### src/rtl/rf_pkg.sv
// rf_pkg: shared register-file widths, types and a popcount helper
package rf_pkg;
    localparam int REG_CNT = 32;
    localparam int REG_AW  = 5;
    localparam int XLEN    = 32;

    typedef logic [REG_AW-1:0] reg_addr_t;
    typedef logic [XLEN-1:0]   xlen_t;

    function automatic logic [5:0] popcnt(input logic [REG_CNT-1:0] v);
        logic [5:0] c;
        c = '0;
        for (int i = 0; i < REG_CNT; i++) c = c + 6'(v[i]);
        return c;
    endfunction
endpackage

### src/rtl/rr_arbiter.sv
// rr_arbiter: combinational round-robin grant, searching from i_ptr+1 upward
module rr_arbiter #(
    parameter  int N  = 2,
    localparam int PW = N > 1 ? $clog2(N) : 1
) (
    input  logic [N-1:0]  i_valid,
    input  logic [PW-1:0] i_ptr,
    output logic [N-1:0]  o_grant,
    output logic [PW-1:0] o_idx
);
    logic          found;
    logic [PW-1:0] k;

    // first valid requester after the last winner takes the grant
    always_comb begin
        o_grant = '0;
        o_idx   = '0;
        found   = 1'b0;
        k       = '0;
        for (int i = 1; i <= N; i++) begin
            k = PW'((int'(i_ptr) + i) % N);
            if (!found && i_valid[k]) begin
                found      = 1'b1;
                o_grant[k] = 1'b1;
                o_idx      = k;
            end
        end
    end
endmodule

### src/rtl/rf_wb_ctrl.sv
// rf_wb_ctrl: register-file write-port arbiter with long-latency scoreboard
module rf_wb_ctrl
    import rf_pkg::*;
#(
    parameter int NUM_REQ = 2
) (
    input  logic                    i_clk,
    input  logic                    i_reset,
    input  logic                    i_iss_valid,
    input  logic                    i_iss_long,
    input  reg_addr_t               i_iss_rd,
    input  reg_addr_t               i_iss_rs1,
    input  reg_addr_t               i_iss_rs2,
    output logic                    o_iss_stall,
    input  logic [NUM_REQ-1:0]      i_wb_valid,
    input  logic [NUM_REQ*5-1:0]    i_wb_rd,
    input  logic [NUM_REQ*XLEN-1:0] i_wb_data,
    output logic [NUM_REQ-1:0]      o_wb_ready,
    output logic                    o_rd_wren,
    output reg_addr_t               o_rd_addr,
    output xlen_t                   o_rd_data,
    output logic [5:0]              o_pend_cnt,
    output logic                    o_err
);
    localparam int PW = NUM_REQ > 1 ? $clog2(NUM_REQ) : 1;
    localparam logic [PW-1:0] LONG = PW'(NUM_REQ - 1);

    logic [REG_CNT-1:0] sb_q, sb_d;
    logic [PW-1:0]      ptr_q, ptr_d, gidx;
    logic               wren_q, wren_d, err_q, err_d;
    reg_addr_t          addr_q, addr_d, wb_rd_g;
    xlen_t              data_q, data_d, wb_data_g;
    logic [5:0]         cnt_q, cnt_d;
    logic               xfer, set_en, clr_en;

    rr_arbiter #(.N(NUM_REQ)) u_arb (
        .i_valid (i_wb_valid),
        .i_ptr   (ptr_q),
        .o_grant (o_wb_ready),
        .o_idx   (gidx)
    );

    assign o_iss_stall = i_iss_valid & (sb_q[i_iss_rs1] | sb_q[i_iss_rs2] | sb_q[i_iss_rd]);
    assign o_rd_wren   = wren_q;
    assign o_rd_addr   = addr_q;
    assign o_rd_data   = data_q;
    assign o_pend_cnt  = cnt_q;
    assign o_err       = err_q;

    // next state: scoreboard set/clear, error detection, write-port capture
    always_comb begin
        wb_rd_g   = i_wb_rd[int'(gidx)*REG_AW +: REG_AW];
        wb_data_g = i_wb_data[int'(gidx)*XLEN +: XLEN];
        xfer      = |(i_wb_valid & o_wb_ready);
        set_en    = i_iss_valid & ~o_iss_stall & i_iss_long & (i_iss_rd != '0);
        clr_en    = xfer & (gidx == LONG) & (wb_rd_g != '0);
        sb_d      = sb_q;
        if (clr_en) sb_d[wb_rd_g] = 1'b0;
        if (set_en) sb_d[i_iss_rd] = 1'b1;
        sb_d[0]   = 1'b0;
        err_d     = err_q | (clr_en & (~sb_q[wb_rd_g] | (set_en & (i_iss_rd == wb_rd_g))));
        cnt_d     = popcnt(sb_d);
        wren_d    = xfer & (wb_rd_g != '0);
        addr_d    = xfer ? wb_rd_g : addr_q;
        data_d    = xfer ? wb_data_g : data_q;
        ptr_d     = xfer ? gidx : ptr_q;
    end

    // state registers; reset leaves requester 0 as next in line
    always_ff @(posedge i_clk) begin
        if (i_reset) begin
            sb_q   <= '0;
            ptr_q  <= LONG;
            wren_q <= 1'b0;
            addr_q <= '0;
            data_q <= '0;
            cnt_q  <= '0;
            err_q  <= 1'b0;
        end else begin
            sb_q   <= sb_d;
            ptr_q  <= ptr_d;
            wren_q <= wren_d;
            addr_q <= addr_d;
            data_q <= data_d;
            cnt_q  <= cnt_d;
            err_q  <= err_d;
        end
    end
endmodule

### config.mk
export PLATFORM = sky130hd
export DESIGN_NAME = rf_wb_ctrl
export DESIGN_NICKNAME = d
export VERILOG_FILES = /design/src/rtl/rf_pkg.sv /design/src/rtl/rr_arbiter.sv /design/src/rtl/rf_wb_ctrl.sv
export SDC_FILE = /design/constraint.sdc
export NUM_CORES = 1
export LEC_CHECK = 0
export ABC_AREA = 1
export BUFFER_PORTS_ARGS = -buffer_cell sky130_fd_sc_hd__buf_4
export CAP_MARGIN = 5
export CORE_MARGIN = 2
export CORE_UTILIZATION = 45
export DETAILED_ROUTE_END_ITERATION = 7
export PLACE_DENSITY = 0.75
export SYNTH_ARGS = -nofsm -noshare
export SYNTH_HDL_FRONTEND = slang
export SYNTH_SLANG_ARGS = --single-unit
### constraint.sdc
create_clock -name i_clk -period 11.92 [get_ports i_clk]
set_clock_uncertainty 0.05 [all_clocks]
set_input_delay 2.384 -clock i_clk [delete_from_list [all_inputs] [get_ports i_clk]]
set_output_delay 2.384 -clock i_clk [all_outputs]
set_load 0.01 [all_outputs]
==> impl_metrics.env <==
export IMPL_chipWidth_um=119
export IMPL_grt_use_total_pct=28.3
export IMPL_min_path_cells=2
export IMPL_worstPathMaxFanout=37
export IMPL_cts_buffers_inserted=9
export IMPL_dp_hpwl_um=14900
export IMPL_h_tree_depth=3
export IMPL_grt_max_degree=71
export IMPL_fill_cells=1348
export IMPL_syn2layout_area_growth_pct=22.8
export IMPL_cp_required_ns=12.15
export IMPL_seq_area_frac_synth_pct=25.9
export IMPL_setup_viol=0
export IMPL_p_switching_w=0.000299
export IMPL_startpoint_type="input pin"
export IMPL_period_needed_ns=9.06
export IMPL_fmaxAchievable_mhz=110
export IMPL_core_um2=13100
export IMPL_viasPerCell=5.31
export IMPL_antenna_cells=0
export IMPL_hold_viol_final=0
export IMPL_finalWirelength_um=20000
export IMPL_cp_end_kind="register"
export IMPL_cts_root_buf="clkbuf_16"
export IMPL_tritoncts="yes"
export IMPL_vdd_drop_max_mv=0.0586
export IMPL_syn_nets=1134
export IMPL_std_cell_rows=42
export IMPL_rr_endpoint="o_pend_cnt[4]$_SDFF_PP0_"
export IMPL_finalNetCount=1242
export IMPL_post_cts_resized=0
export IMPL_drv_slew=0
export IMPL_critPathBufInv=8
export IMPL_fin_ws_ns=2.86
export IMPL_min_path_type="reg2reg"
export IMPL_worst_setup_path_type="in2reg"
export IMPL_switching_share_pct=35.7
export IMPL_cp_data_arrival_time_ns=9.28
export IMPL_mostFrequentLayoutCells="nand2_1 (337), buf_4 (145), inv_1 (134)"
export IMPL_post_route_period_util_pct=76.0
export IMPL_worst_pin_slew_ns=1.01
export IMPL_r2r_slack_ns=4.79
export IMPL_cap_violations=0
export IMPL_cp_slowest_stage_delay_ns=0.58
export IMPL_clock_latency_ns=0.35
export IMPL_rr_startpoint="ptr_q$_SDFFE_PP1N_"
export IMPL_pwr_share_seq_pct=34.3
export IMPL_holdPathEnd="o_err$_SDFF_PP0_"
export IMPL_status="completed"
export IMPL_synthCells=1009
export IMPL_crit_family="adder cells"
export IMPL_cpMostUsedCell="fa_1"
export IMPL_ios=143
export IMPL_cts_sinks=77
export IMPL_slew_headroom_pct=32.4
export IMPL_vias=6887
export IMPL_cellPowerDensity_nw_per_um2=114
export IMPL_slowest_stage="fa_1"
export IMPL_drt_first_iter_violations=723
export IMPL_fp_dieH_um=119
export IMPL_drt_first_pass_iters=7
export IMPL_ys_types=24
export IMPL_rsz0062_at_grt="no"
export IMPL_post_place_ws_ns=2.59
export IMPL_gr_total_overflow=0
export IMPL_drc=0
export IMPL_syn_avg_cell_area_um2=5.90
export IMPL_ctsHoldBuffers=0
export IMPL_finalWeightedCongestion=0.994
export IMPL_io_buffers=142
export IMPL_wire_per_inst_um=15.4
export IMPL_drive_gt1_share_pct=16.0
export IMPL_synth_seq_cells=77
export IMPL_clk_path_buf_depth=2
export IMPL_power_internal_w=0.000538
export IMPL_die_area_um2=14200
export IMPL_post_cts_buffers=0
export IMPL_synthesis_area_um2=5950
export IMPL_fin_setup_tns_ns=0
export IMPL_clk_pin_slew_worst_paths_ns=0.06
export IMPL_start_util_pct=45.5
export IMPL_clockPowerShare_pct=32.6
export IMPL_ff2ff_path_depth=26
export IMPL_ys_warn_count=0
export IMPL_final_common_cell="nand2_1"
export IMPL_power_leakage_nw=3.73
export IMPL_drt_antenna_violating_nets=0
export IMPL_holdWs_ns=0.405
export IMPL_hp_start="o_err$_SDFF_PP0_"
export IMPL_antenna_found_initial=0
export IMPL_p_comb_share_pct=33.0
export IMPL_grt_pass1_wl_um=31700
export IMPL_grt_pass1_vias=6275
==> through the flow <==
step / total power [W] / instances / util [%] / area, µm²
floorplan: 0.000474 / 1009 / - / 5950
global placement: 0.000566 / 1282 / 53.7 / 7020
CTS: 0.000839 / 1298 / 55.9 / 7310
global route: 0.000892 / 1298 / 55.9 / 7310
finish: 0.000837 / 1298 / 55.9 / 7310
detailed placement: 0.000568 / 1282 / 53.7 / 7020
==> worst max-delay path by stage <==
stage,end,depth (start not counted),slack [ns],startpoint
6_report,o_pend_cnt[4]$_SDFF_PP0_,27,2.86,i_wb_valid[1]
5_1_grt,o_pend_cnt[4]$_SDFF_PP0_,27,2.36,i_wb_valid[1]
4_1_cts,o_pend_cnt[4]$_SDFF_PP0_,27,2.90,i_wb_valid[1]
3_5_place_dp,o_pend_cnt[4]$_SDFF_PP0_,27,2.59,i_wb_valid[1]
3_3_place_gp,o_pend_cnt[4]$_SDFF_PP0_,29,2.68,i_wb_valid[1]
2_1_floorplan,o_pend_cnt[4]$_SDFF_PP0_,31,3.82,i_iss_rs1[0]
==> cells in the mapped netlist <==
master    number  area share (%)
fa_1          23             7.7
nand4_4        1            0.36
nor2_2         5            0.53
o21ai_1        1           0.084
dfxtp_1       77              26
nand2_2        5            0.53
nand2_1      337              21
inv_2          6            0.38
buf_4          6            0.76
o21bai_1       1            0.13
inv_1        134             8.4
a21boi_0       1            0.13
o21ai_0       76             6.4
nor2_1       108             6.8
buf_6          3            0.57
nand3_1       66             5.5
nand4_1       31             3.3
buf_2         14             1.2
ha_1           7             1.5
nor4_1         1            0.11
clkbuf_1      25             1.6
nor3_1         9            0.76
a21oi_1       71             6.0
nor2_4         1            0.19
==> layer usage <==
layer	global-route usage, %	wire length [µm]	up-vias
met3	6.51	1730	57
met5	0	0	-
met4	10.6	654	0
met2	45.2	9180	329
met1	37.4	8450	3124
li1	-	-	3377
==> state kept, by name, summed over array words and instances, names as in the netlist <==
name        cells
o_rd_addr       5
o_rd_wren       1
o_pend_cnt      6
sb_q           31
o_rd_data      32
ptr_q           1
o_err           1
==> power groups by stage <==
stage / Sequential [W] / Combinational, W / Clock [W]
after detailed placement: 0.000292 / 0.000276 / 0
after global routing: 0.000289 / 0.000315 / 0.000288
after global placement: 0.000292 / 0.000273 / 0
final: 0.000287 / 0.000276 / 0.000273
after floorplan: 0.000299 / 0.000175 / 0
after CTS: 0.000287 / 0.000277 / 0.000275
==> worst reg2reg max path, stage by stage (launching register included) <==
cell and delay (ns):
dfxtp_1 0.34, nand2_1 0.10, nand2_2 0.26, nand2_1 0.09, nand2_1 0.64, nand2_1 0.19, nor2_1 0.35, inv_1 0.15
o21ai_0 0.26, nand2_1 0.12, fa_1 0.58, inv_1 0.07, fa_1 0.54, inv_1 0.05, fa_1 0.44, fa_1 0.49
inv_1 0.05, fa_1 0.49, fa_1 0.51, inv_1 0.06, fa_1 0.44, inv_1 0.08, fa_1 0.20, o21bai_1 0.09
a21oi_1 0.17, o21ai_0 0.10, a21oi_1 0.14
==> kinds of logic after synthesis <==
group | count (synthesis) | synth area share [%]
simple gates | 564 | 39.3
fa+ha+maj | 30 | 9.20
buf+inv | 188 | 12.9
compound gates | 150 | 12.7
flops | 77 | 25.9
==> cell type report <==
type	instances	area (µm²)	share of cell area [%]
multi-input combinational	744	3640	49.8
timing repair buffer	145	1090	14.9
sequential	77	1540	21.1
clock inverter	6	53.8	0.736
inverter	140	526	7.19
clock buffer	10	239	3.27
tap	176	220	3.01
No activity file was read; power rests on OpenSTA's default activity.
